===== config.mk =====
export PLATFORM = sky130hd
export DESIGN_NAME = seq_muladd_4bit_flat
export DESIGN_NICKNAME = d
export VERILOG_FILES = /design/src/rtl/seq_muladd_4bit_pkg.sv /design/src/rtl/seq_muladd_4bit_if.sv /design/src/rtl/seq_muladd_4bit_step.sv /design/src/rtl/seq_muladd_4bit.sv /design/src/flat_wrapper.sv
export SDC_FILE = /design/constraint.sdc
export NUM_CORES = 1
export LEC_CHECK = 0
export CAP_MARGIN = 5
export CORE_MARGIN = 2
export CORE_UTILIZATION = 49
export CTS_BUF_LIST = sky130_fd_sc_hd__clkbuf_4
export CTS_CLUSTER_DIAMETER = 30
export DETAILED_ROUTE_END_ITERATION = 7
export GPL_TIMING_DRIVEN = 0
export PLACE_DENSITY = 0.82
export SETUP_SLACK_MARGIN = 0.2
export SLEW_MARGIN = 10
export SYNTH_ARGS = -nofsm -noshare
export SYNTH_HDL_FRONTEND = slang
export SYNTH_SLANG_ARGS = --single-unit

===== constraint.sdc =====
create_clock -name clk -period 2.3 [get_ports clk]
set_input_delay 0.69 -clock clk [delete_from_list [all_inputs] [get_ports clk]]
set_output_delay 0.69 -clock clk [all_outputs]
set_load 0.05 [all_outputs]

===== src/rtl/seq_muladd_4bit_pkg.sv =====
// seq_muladd_4bit_pkg: shared arithmetic-unit width, FSM states and product type
package seq_muladd_4bit_pkg;
  localparam int AU_WIDTH = 4;
  typedef enum logic [1:0] {IDLE, RUN, DONE} au_state_t;
  typedef logic [2*AU_WIDTH-1:0] au_product_t;
endpackage


===== src/rtl/seq_muladd_4bit_if.sv =====
// seq_muladd_4bit_if: start/busy/done handshake and operand/result bus of the multiply-accumulate
interface seq_muladd_4bit_if #(parameter int WIDTH = 4);
  logic start;
  logic [WIDTH-1:0] multiplicand;
  logic [WIDTH-1:0] multiplier;
  logic [WIDTH-1:0] addend;
  logic busy;
  logic done;
  logic [2*WIDTH-1:0] product;
  modport master (output start, multiplicand, multiplier, addend, input busy, done, product);
  modport slave (input start, multiplicand, multiplier, addend, output busy, done, product);
endinterface


===== src/rtl/seq_muladd_4bit_step.sv =====
// seq_muladd_4bit_step: one shift-and-add iteration, acc + (mcand << shift) when the multiplier bit is set
module seq_muladd_4bit_step #(
  parameter int WIDTH = 4,
  parameter int CW = 2
) (
  input  logic [2*WIDTH-1:0] acc,
  input  logic [WIDTH-1:0]   mcand,
  input  logic               en,
  input  logic [CW-1:0]      shift,
  output logic [2*WIDTH-1:0] sum
);
  assign sum = en ? acc + ({{WIDTH{1'b0}}, mcand} << shift) : acc;
endmodule


===== src/rtl/seq_muladd_4bit.sv =====
// seq_muladd_4bit: sequential multiplicand*multiplier + addend, one multiplier bit per clock
module seq_muladd_4bit
  import seq_muladd_4bit_pkg::*;
#(
  parameter int WIDTH = AU_WIDTH
) (
  input logic clk,
  input logic rst_n,
  seq_muladd_4bit_if.slave bus
);
  localparam int CW = $clog2(WIDTH);
  localparam logic [CW-1:0] LAST = CW'(WIDTH - 1);
  au_state_t state;
  logic [CW-1:0] count;
  logic [WIDTH-1:0] mcand;
  logic [WIDTH-1:0] mplier;
  logic [2*WIDTH-1:0] acc;
  logic [2*WIDTH-1:0] acc_next;
  logic accept;
  // start is only honoured outside RUN, which makes DONE->RUN back-to-back
  assign accept = bus.start && state != RUN;
  seq_muladd_4bit_step #(.WIDTH(WIDTH), .CW(CW)) u_step (
    .acc(acc),
    .mcand(mcand),
    .en(mplier[count]),
    .shift(count),
    .sum(acc_next)
  );
  always_ff @(posedge clk) begin
    if (!rst_n) begin
      state <= IDLE;
      count <= '0;
      mcand <= '0;
      mplier <= '0;
      acc <= '0;
      bus.busy <= 1'b0;
      bus.done <= 1'b0;
      bus.product <= '0;
    end else if (accept) begin
      state <= RUN;
      count <= '0;
      mcand <= bus.multiplicand;
      mplier <= bus.multiplier;
      acc <= {{WIDTH{1'b0}}, bus.addend};
      bus.busy <= 1'b1;
      bus.done <= 1'b0;
    end else if (state == RUN) begin
      acc <= acc_next;
      count <= count + 1'b1;
      if (count == LAST) begin
        state <= DONE;
        bus.product <= acc_next;
        bus.busy <= 1'b0;
        bus.done <= 1'b1;
      end
    end else begin
      state <= IDLE;
      bus.done <= 1'b0;
    end
  end
endmodule

===== src/flat_wrapper.sv =====
// flat-port wrapper written by rule: the top's interface ports become plain ports
module seq_muladd_4bit_flat import seq_muladd_4bit_pkg::*;
#(
  parameter int WIDTH = AU_WIDTH
)
  (clk, rst_n, bus_start, bus_multiplicand, bus_multiplier, bus_addend, bus_busy, bus_done, bus_product);
  seq_muladd_4bit_if #(.WIDTH(WIDTH)) bus_i ();
  input logic clk;
  input logic rst_n;
  input wire logic [$bits(bus_i.start)-1:0] bus_start;
  input wire logic [$bits(bus_i.multiplicand)-1:0] bus_multiplicand;
  input wire logic [$bits(bus_i.multiplier)-1:0] bus_multiplier;
  input wire logic [$bits(bus_i.addend)-1:0] bus_addend;
  output wire logic [$bits(bus_i.busy)-1:0] bus_busy;
  output wire logic [$bits(bus_i.done)-1:0] bus_done;
  output wire logic [$bits(bus_i.product)-1:0] bus_product;
  assign bus_i.start = bus_start;
  assign bus_i.multiplicand = bus_multiplicand;
  assign bus_i.multiplier = bus_multiplier;
  assign bus_i.addend = bus_addend;
  assign bus_busy = bus_i.busy;
  assign bus_done = bus_i.done;
  assign bus_product = bus_i.product;
  seq_muladd_4bit #(.WIDTH(WIDTH)) u_core (.clk(clk), .rst_n(rst_n), .bus(bus_i));
endmodule

==> results of run 1 <==
## cell type report
class,instances,area (um2)
tap,33,41.3
inverter,3,11.3
clock inverter,2,10.0
fill,257,1010
buffer,7,45.0
timing repair buffer,30,272
sequential,29,586
multi-input combinational,137,982
clock buffer,6,45.0
## worst paths after layout
path	from	end	slack (ps)	cells past startpoint
hold reg to reg	u_core.bus.product[1]	u_core.bus.product[1]	460	2
setup reg to reg	u_core.count[0]	u_core.acc[7]	210	9
setup / recovery	u_core.count[0]	u_core.acc[7]	210	9
hold / removal	u_core.bus.product[1]	u_core.bus.product[1]	460	2
## layer usage
layer,global-route usage,part of all wire,up-vias
met4,0.0825,0.019,0
met5,0,0,-
met3,0.0736,0.053,8
met2,0.402,0.52,36
met1,0.255,0.41,682
li1,-,-,717
## placed cells by master, fill, tap and decap left out, drive strengths merged, types with 2 or more instances in the layout
cell type,instances
nor2b,3
dfxtp,29
mux2,2
and2,2
dlygate4sd2,10
xor2,3
nand2b,3
a21oi,18
mux2i,9
and3,3
clkdlybuf4s50,12
ha,8
xnor2,2
o21ai,14
a21o,3
nand3,3
nand2,29
buf,14
a221oi,4
clkinv,4
clkbuf,7
nor2,10
a32oi,5
nor3,2
o211ai,4
## critical path, stage by stage (launching register included)
cell and delay (ps):
dfxtp_4 360, buf_8 110, buf_6 100, mux2i_4 210
mux2i_1 90, ha_1 360, o211ai_1 130, o211ai_1 280
a31oi_1 130, a31o_2 220
## power groups by stage
| stage | clock, mW | combinational, mW | sequential, mW |
|---|---|---|---|
| 2_1_floorplan | 0 | 0.109 | 0.549 |
| 3_3_place_gp | 0 | 0.158 | 0.547 |
| 3_5_place_dp | 0 | 0.163 | 0.549 |
| 4_1_cts | 0.321 | 0.176 | 0.536 |
| 5_1_grt | 0.343 | 0.214 | 0.542 |
| 6_report | 0.317 | 0.195 | 0.539 |
## metrics by stage
step	cells	utilization	setup WS [ps]
global placement	231	0.600	38.1
floorplan	176	-	202
finish	247	0.663	208
CTS	244	0.633	128
global route	247	0.663	59.5
detailed placement	231	0.600	28.8
## Yosys cell counts, types with 2 or more instances
| cell type | n | area [um2] |
|---|---|---|
| o21ai_0 | 13 | 65.1 |
| clkinv_1 | 2 | 7.51 |
| clkbuf_1 | 2 | 7.51 |
| a32oi_1 | 5 | 43.8 |
| nand3_1 | 3 | 15.0 |
| a21oi_1 | 17 | 85.1 |
| nor2_1 | 10 | 37.5 |
| ha_1 | 8 | 100 |
| dfxtp_1 | 29 | 581 |
| nor2b_1 | 3 | 18.8 |
| xor2_1 | 3 | 26.3 |
| xnor2_1 | 2 | 17.5 |
| buf_2 | 3 | 15.0 |
| and3_1 | 3 | 18.8 |
| nand2b_1 | 3 | 18.8 |
| mux2i_1 | 9 | 90.1 |
| mux2_2 | 2 | 22.5 |
| nand2_1 | 29 | 109 |
| a21o_1 | 3 | 22.5 |
| o211ai_1 | 4 | 30.0 |
| a221oi_1 | 3 | 26.3 |
| nor3_1 | 2 | 10.0 |
## state kept, by name, summed over array words and instances (netlist names)
name and cells:
u_core.state 1, u_core.bus.product 8, u_core.bus.busy 1, u_core.mplier 4, u_core.bus.done 1, u_core.mcand 4, u_core.acc 8, u_core.count 2
## repair_timing
action                     CTS  global route
buffers inserted             5             3
setup endpoints to repair   18            10
gates cloned                 0             0
pin swaps                   11            14
gates resized for setup     17            15
## cells by family (layout without fill, tap and decap cells)
| logic type | count (synthesis) | in the layout |
|---|---|---|
| mux | 12 | 12 |
| fa+ha+maj | 9 | 9 |
| simple gates | 57 | 57 |
| xor+xnor | 5 | 5 |
| flops | 29 | 29 |
| compound gates | 54 | 54 |
| buf+inv | 10 | 48 |
==> flow_summary.toml, run 1 <==
[run_status]
status = "finished, final reports clean"

[pwr]
seq_power_share = 0.513
netSwitchingPower_uw = 309
power_mw = 1.05
sw_frac_of_total = 0.294
ir_drop_v = 0.000378
power_density_nw_per_um2 = 528
p_int_uw = 742
clockPowerShare = 0.302
leakagePower_nw = 0.831
combPwrFrac = 0.185

[global_routing]
grt_pass1_vias = 1322
grt_overflow = 0
antenna_found_initial = 0
grt_pass1_wl_um = 6020
grtUsageTotal = 0.228
grt_max_degree = 11

[cts]
tritoncts = "built"
holdBufCountCts = 0
cts.sinks = 29
root_buffer = "clkbuf_4"
numCtsBuffers = 5
insertion_delay_ps = 350
cts_buffer_depth = 2
clk_pin_slew_ps = 100
htree_levels = 2

[timing]
maxSlewViolCount = 0
fin_setup_tns_ps = 0
worst_pin_slew_ps = 661
relSlewSlack = 0.558
rsz0062_at_grt = "yes"
period_needed_ps = 2090
finalHoldViolCount = 0
max_clock_freq_mhz = 478
finClkSkew_ps = 13.1
fin_crit_sh = 0.909
setup_violations = 0
hold_ws_ps = 456

[die]
ioPinCount = 25
num_rows = 20
die_y_um = 59.9
start_util = 0.509
core_area_um2 = 3000
die-area_um2 = 3580
die_x_um = 59.9

[synth]
syn_inst = 176
yosysSeqAreaShare = 0.380
ys.flop_type = "dfxtp_1"
synth-compound-area-share = 0.227
synth_top_family_by_area = "compound AO/OA/AOI/OAI gates"
synth-simple-area-share = 0.169
synthXorXnorAreaFrac = 0.0286
synthesis.nets = 200
synthArstFlopShare = 0
avgSynthCellArea_um2 = 8.69
synth_edf_count = 0
syn_area_um2 = 1530
muxShareOfSynthArea = 0.0884
synth_cell_types = 40
synth_seq_cells = 29
synth_adder_area_share = 0.0786
yosysWarnings = 0

[final_layout]
antennaDiodeCount = 0
stdcell_area_um2 = 1990
drive_gt1_frac = 0.196
syn_to_final_growth_pct = 30.3
finalNetCount = 237

[critical_path]
crit_type = "reg2reg"
critPathLaunchType = "flop"
crit_fanout = 5
worst_setup_path_end_kind = "flop"
worstPathArrival_ps = 2340
crit_required_ps = 2550

[place]
port_buffers = 22
post-dp-hpwl_um = 2700
placed_cell_area_um2 = 1800
place.gp.congestion = 0.818

[routing]
wl_um = 3580
vias = 1443
ant_nets = 0
routed_via_density = 5.84
wire_per_inst_um = 14.5
first_pass_iters = 5
drc_errors = 0
first_iter_violations = 68

[hold_path]
hold_path_class = "reg2reg"

[flow_run]
maxCapViolations = 0
No activity file was read; power rests on OpenSTA's default activity.
==> run 2: changes to the inputs <==
TNS_END_PERCENT = 50   (was not set)
==> run 2 against run 1 <==
Net effect:
- via count unchanged
- sequential power about the same
- core utilization increased by 0.67 points
- setup slack got worse by 82 ps
- wire length increased by 0.73%
- register-to-register slack about the same
- largest power group unchanged
- worst hold slack improved by 6.0 ps
- clock-buffer cell count unchanged
- clock skew increased by 1.5 ps
==> flow_summary.toml, run 2 (synthesis results as in run 1) <==
[run_status]
status = "finished, final reports clean"

[place]
dp.cells = 231
place.gp.congestion = 0.818
post-dp-hpwl_um = 2700
place_ws_ps = 28.8
port_buffers = 22

[die]
num_rows = 20
ioPinCount = 25
die_x_um = 59.9
die_y_um = 59.9
die-area_um2 = 3580
start_util = 0.509
core_area_um2 = 3000

[hold_path]
min_to = "u_core.bus.product[1]"
hold_path_class = "reg2reg"
min_from = "u_core.bus.product[1]"
whs_path_depth = 2

[final_layout]
drive_gt1_frac = 0.201
antennaDiodeCount = 0
layout.cells.non_filler = 247
top_regs = "u_core.acc x8, u_core.bus.product x8"
syn_to_final_growth_pct = 31.6
final_cell_mix = "nand2_1, dfxtp_1, clkdlybuf4s50_1, a21oi_1, o21ai_0"
final_common_cell = "nand2_1"
post-route-util = 0.670
multiInputGateArea_um2 = 986
finalNetCount = 237
nFillCells = 262
regArea_um2 = 586

[timing]
fin_crit_sh = 0.945
hold_ws_ps = 462
finalHoldViolCount = 0
worst_slack_ps = 126
max_clock_freq_mhz = 460
finClkSkew_ps = 14.6
period_needed_ps = 2170
fin_setup_tns_ps = 0
rsz0062_at_grt = "yes"
worst_pin_slew_ps = 661
relSlewSlack = 0.557
maxSlewViolCount = 0
setup_violations = 0

[global_routing]
grt_max_degree = 11
antenna_found_initial = 0
grt_use_met1 = 0.255
grt_pass1_vias = 1322
grtUsageTotal = 0.228
met3_usage = 0.0736
grt_pass1_wl_um = 6020
grt_overflow = 0
top_usage_layer = "met2"
grtUsageMet2 = 0.402

[routing]
wl_um = 3610
ant_nets = 0
first_iter_violations = 72
drc_errors = 0
vias = 1443
routed_via_density = 5.84
first_pass_iters = 4
wire_per_inst_um = 14.6

[pwr]
ir_drop_v = 0.000370
power_density_nw_per_um2 = 523
leakagePower_nw = 0.840

[critical_path]
cp_top_family = "buffers and inverters"
reg2reg_to = "u_core.acc[7]"
crit_required_ps = 1610
max_stage_delay_ps = 800
critPathLaunchType = "flop"
ff2ff_path_depth = 9
r2r_slack_ps = 210
worst_setup_path_end_kind = "output pin"
crit_type = "reg2out"
slowest_stage = "clkdlybuf4s50_1"
r2r_start = "u_core.count[0]"
worstPathArrival_ps = 1480
crit_fanout = 2
worstPathCellList = "clkdlybuf4s50_1"
crit_buf_inv = 1

[cts]
clk_pin_slew_ps = 100
holdBufCountCts = 0
numCtsBuffers = 5
tritoncts = "built"
insertion_delay_ps = 350
htree_levels = 2
root_buffer = "clkbuf_4"
cts_buffer_depth = 2
cts.sinks = 29

[flow_run]
maxCapViolations = 0
-- run 2: cell types whose count changed in the layout (fill, tap and decap cells not counted), sizes merged --
cell,change
dlygate4sd2,-6
clkdlybuf4s50,+4
dlymetal6s2s,+2
-- run 2: layout make-up --
cell class	count	share of cell area
clock buffers	6	0.0224
clock inverters	2	0.00498
well taps	33	0.0205
plain buffers	7	0.0243
inverters	3	0.00560
repair buffers	30	0.141
multi-input cells	137	0.490
flip-flops and latches	29	0.291
-- run 2: report_power, final --
group          internal [mW]  switching (mW)
clock network          0.128           0.189
registers              0.520          0.0192
logic                 0.0951           0.101
-- run 2: worst max-delay path by stage --
stage                                     start                    end  cells after the start
after floorplan                 u_core.count[0]  u_core.bus.product[6]                      9
after global placement          u_core.count[0]          u_core.acc[7]                      9
after detailed placement        u_core.count[0]  u_core.bus.product[6]                      9
after CTS                 u_core.bus.product[2]         bus_product[2]                      1
after global routing            u_core.count[0]          u_core.acc[7]                      9
final                     u_core.bus.product[5]         bus_product[5]                      1
-- run 2: per-layer routing --
| layer | wire, um | up-vias | share of wire |
|---|---|---|---|
| li1 | - | 719 | - |
| met1 | 1470 | 683 | 0.41 |
| met2 | 1900 | 33 | 0.53 |
| met3 | 178 | 8 | 0.049 |
| met4 | 68 | 0 | 0.019 |
| met5 | 0 | - | 0 |
-- run 2: through the flow --
stage / total power, mW / area [um2]
2_1_floorplan: 0.658 / 1540
3_3_place_gp: 0.705 / 1800
3_5_place_dp: 0.712 / 1800
4_1_cts: 1.03 / 1910
5_1_grt: 1.10 / 2010
6_report: 1.05 / 2010
-- run 2: what timing repair did --
action / 4_1_cts / 5_1_grt
endpoints found under the setup margin: 18 / 16
pin swaps: 11 / 14
resized for setup: 11 / 19
setup buffers: 5 / 3
==> run 3: changes to the inputs <==
CORE_UTILIZATION = 59   (was 49)
MAX_ROUTING_LAYER = met4   (was not set)
PLACE_DENSITY = 0.92   (was 0.82)
clock period = 2.7 ns   (was 2.3 ns; I/O delays follow)
==> run 3 against run 2 <==
Net effect:
- sequential power decreased by 15%
- setup slack improved by 230 ps
- critical endpoint is now u_core.acc[6]
- worst hold slack improved by 3.3 ps
==> flow_summary.toml, run 3 (synthesis results as in run 1) <==
[routing]
routedLengthMet1_um = 1410
vias = 1424
met2_wirelength_um = 1650
ant_nets = 0
drc_errors = 0
first_pass_iters = 5
wl_um = 3380
met3_length_um = 241
first_iter_violations = 36
wire_per_inst_um = 14.3
top_layer = "met4"
routed_via_density = 6.03

[timing]
period_needed_ps = 2340
fin_crit_sh = 0.868
max_clock_freq_mhz = 427
maxSlewViolCount = 0
worst_pin_slew_ps = 668
setup_violations = 0
fin_setup_tns_ps = 0
rsz0062_at_grt = "yes"
relSlewSlack = 0.553
finalHoldViolCount = 0
worst_slack_ps = 357
finClkSkew_ps = 6.33

[final_layout]
syn_to_final_growth_pct = 21.0
final_common_cell = "nand2_1"
layout.cells.non_filler = 236
finalNetCount = 229
final_cell_mix = "nand2_1, dfxtp_1, clkdlybuf4s50_1, a21oi_1, o21ai_0"
nFillCells = 200
top_regs = "u_core.acc x8, u_core.bus.product x8"
antennaDiodeCount = 0
drive_gt1_frac = 0.107

[global_routing]
grt_pass1_wl_um = 5600
grtUsageTotal = 0.275
antenna_found_initial = 0
grt_overflow = 0
grt_pass1_vias = 1280
grt_max_degree = 11

[cts]
tritoncts = "built"
cts.sinks = 29
root_buffer = "clkbuf_4"
cts_buffer_depth = 2
clk_pin_slew_ps = 90
cts_setup_buffers = 0
numCtsBuffers = 5
htree_levels = 2
insertion_delay_ps = 330

[flow_run]
maxCapViolations = 0

[critical_path]
max_stage_delay_ps = 370
crit_required_ps = 2920
worstPathArrival_ps = 2570
critPathLaunchType = "flop"
crit_fanout = 10
crit_path_frequent_cell = "o21ai_0"
worst_setup_path_end_kind = "flop"
worstPathCellList = "buf_4, mux2_2, nand2_1, o21ai_0, ha_1, a21o_1, a221oi_2, xor2_1, o21ai_0"
slowest_stage = "dfxtp_2"
crit_type = "reg2reg"

[die]
die_x_um = 54.9
core_area_um2 = 2480
num_rows = 18
die_y_um = 54.9
ioPinCount = 25
start_util = 0.617
die-area_um2 = 3010

[place]
place_ws_ps = 288
port_buffers = 22
dp.cells = 228
place.gp.congestion = 0.901
post-dp-hpwl_um = 2610

[pwr]
leakagePower_nw = 0.739
ir_drop_v = 0.000393
power_density_nw_per_um2 = 466

[run_status]
status = "finished, final reports clean"

[hold_path]
hold_path_class = "reg2reg"
[run 3: final timing paths]
check	startpoint	slack [ps]	end	depth (start not counted)
min	u_core.bus.product[2]	470	u_core.bus.product[2]	2
max	u_core.count[0]	360	u_core.acc[6]	9
min reg2reg	u_core.bus.product[2]	470	u_core.bus.product[2]	2
max reg2reg	u_core.count[0]	360	u_core.acc[6]	9
[run 3: cell type report]
class,count,area [um2],share of cell area
Clock buffer,6,45.0,0.0243
Multi-Input combinational cell,137,910,0.492
Clock inverter,2,10.0,0.00541
Sequential cell,29,582,0.314
Timing Repair Buffer,22,220,0.119
Buffer,7,35.0,0.0189
Tap cell,30,37.5,0.0203
Inverter,3,11.3,0.00609
[run 3: metal layers]
metal  global-route usage  vias up
met5                    -        -
met4                0.106        0
met3                0.113       12
met2                0.427       53
met1                0.318      659
li1                     -      700
[run 3: critical path, delay by kind of cell, from the launching register on]
| kind | cells | cell delay, ps |
|---|---|---|
| AOI/OAI and AO/OA | 4 | 670 |
| xor gates and xnor gates | 1 | 200 |
| adders and majority gates | 1 | 370 |
| buffers and inverters | 1 | 190 |
| DFF | 1 | 370 |
| muxes | 1 | 370 |
| and+or+nand+nor | 1 | 70 |
[run 3: where the power goes]
part | internal (mW) | total [mW] | switching (mW)
logic | 0.0617 | 0.141 | 0.0794
clock network | 0.109 | 0.264 | 0.155
registers | 0.444 | 0.458 | 0.0141
total | 0.614 | 0.863 | 0.249
[run 3: repair_timing]
action                                 CTS  global route
hold buffers                             0             0
setup endpoints to repair                0             6
resized for setup                        0             4
endpoints found under the hold margin    0             0
[run 3: stage by stage]
step	util	hold slack, ps	instance area (um2)	power [mW]
final	0.747	465	1850	0.863
after global routing	0.747	494	1850	0.909
after CTS	0.743	470	1840	0.865
after detailed placement	0.721	448	1790	0.606
after global placement	0.721	438	1790	0.599
after floorplan	-	445	1530	0.559
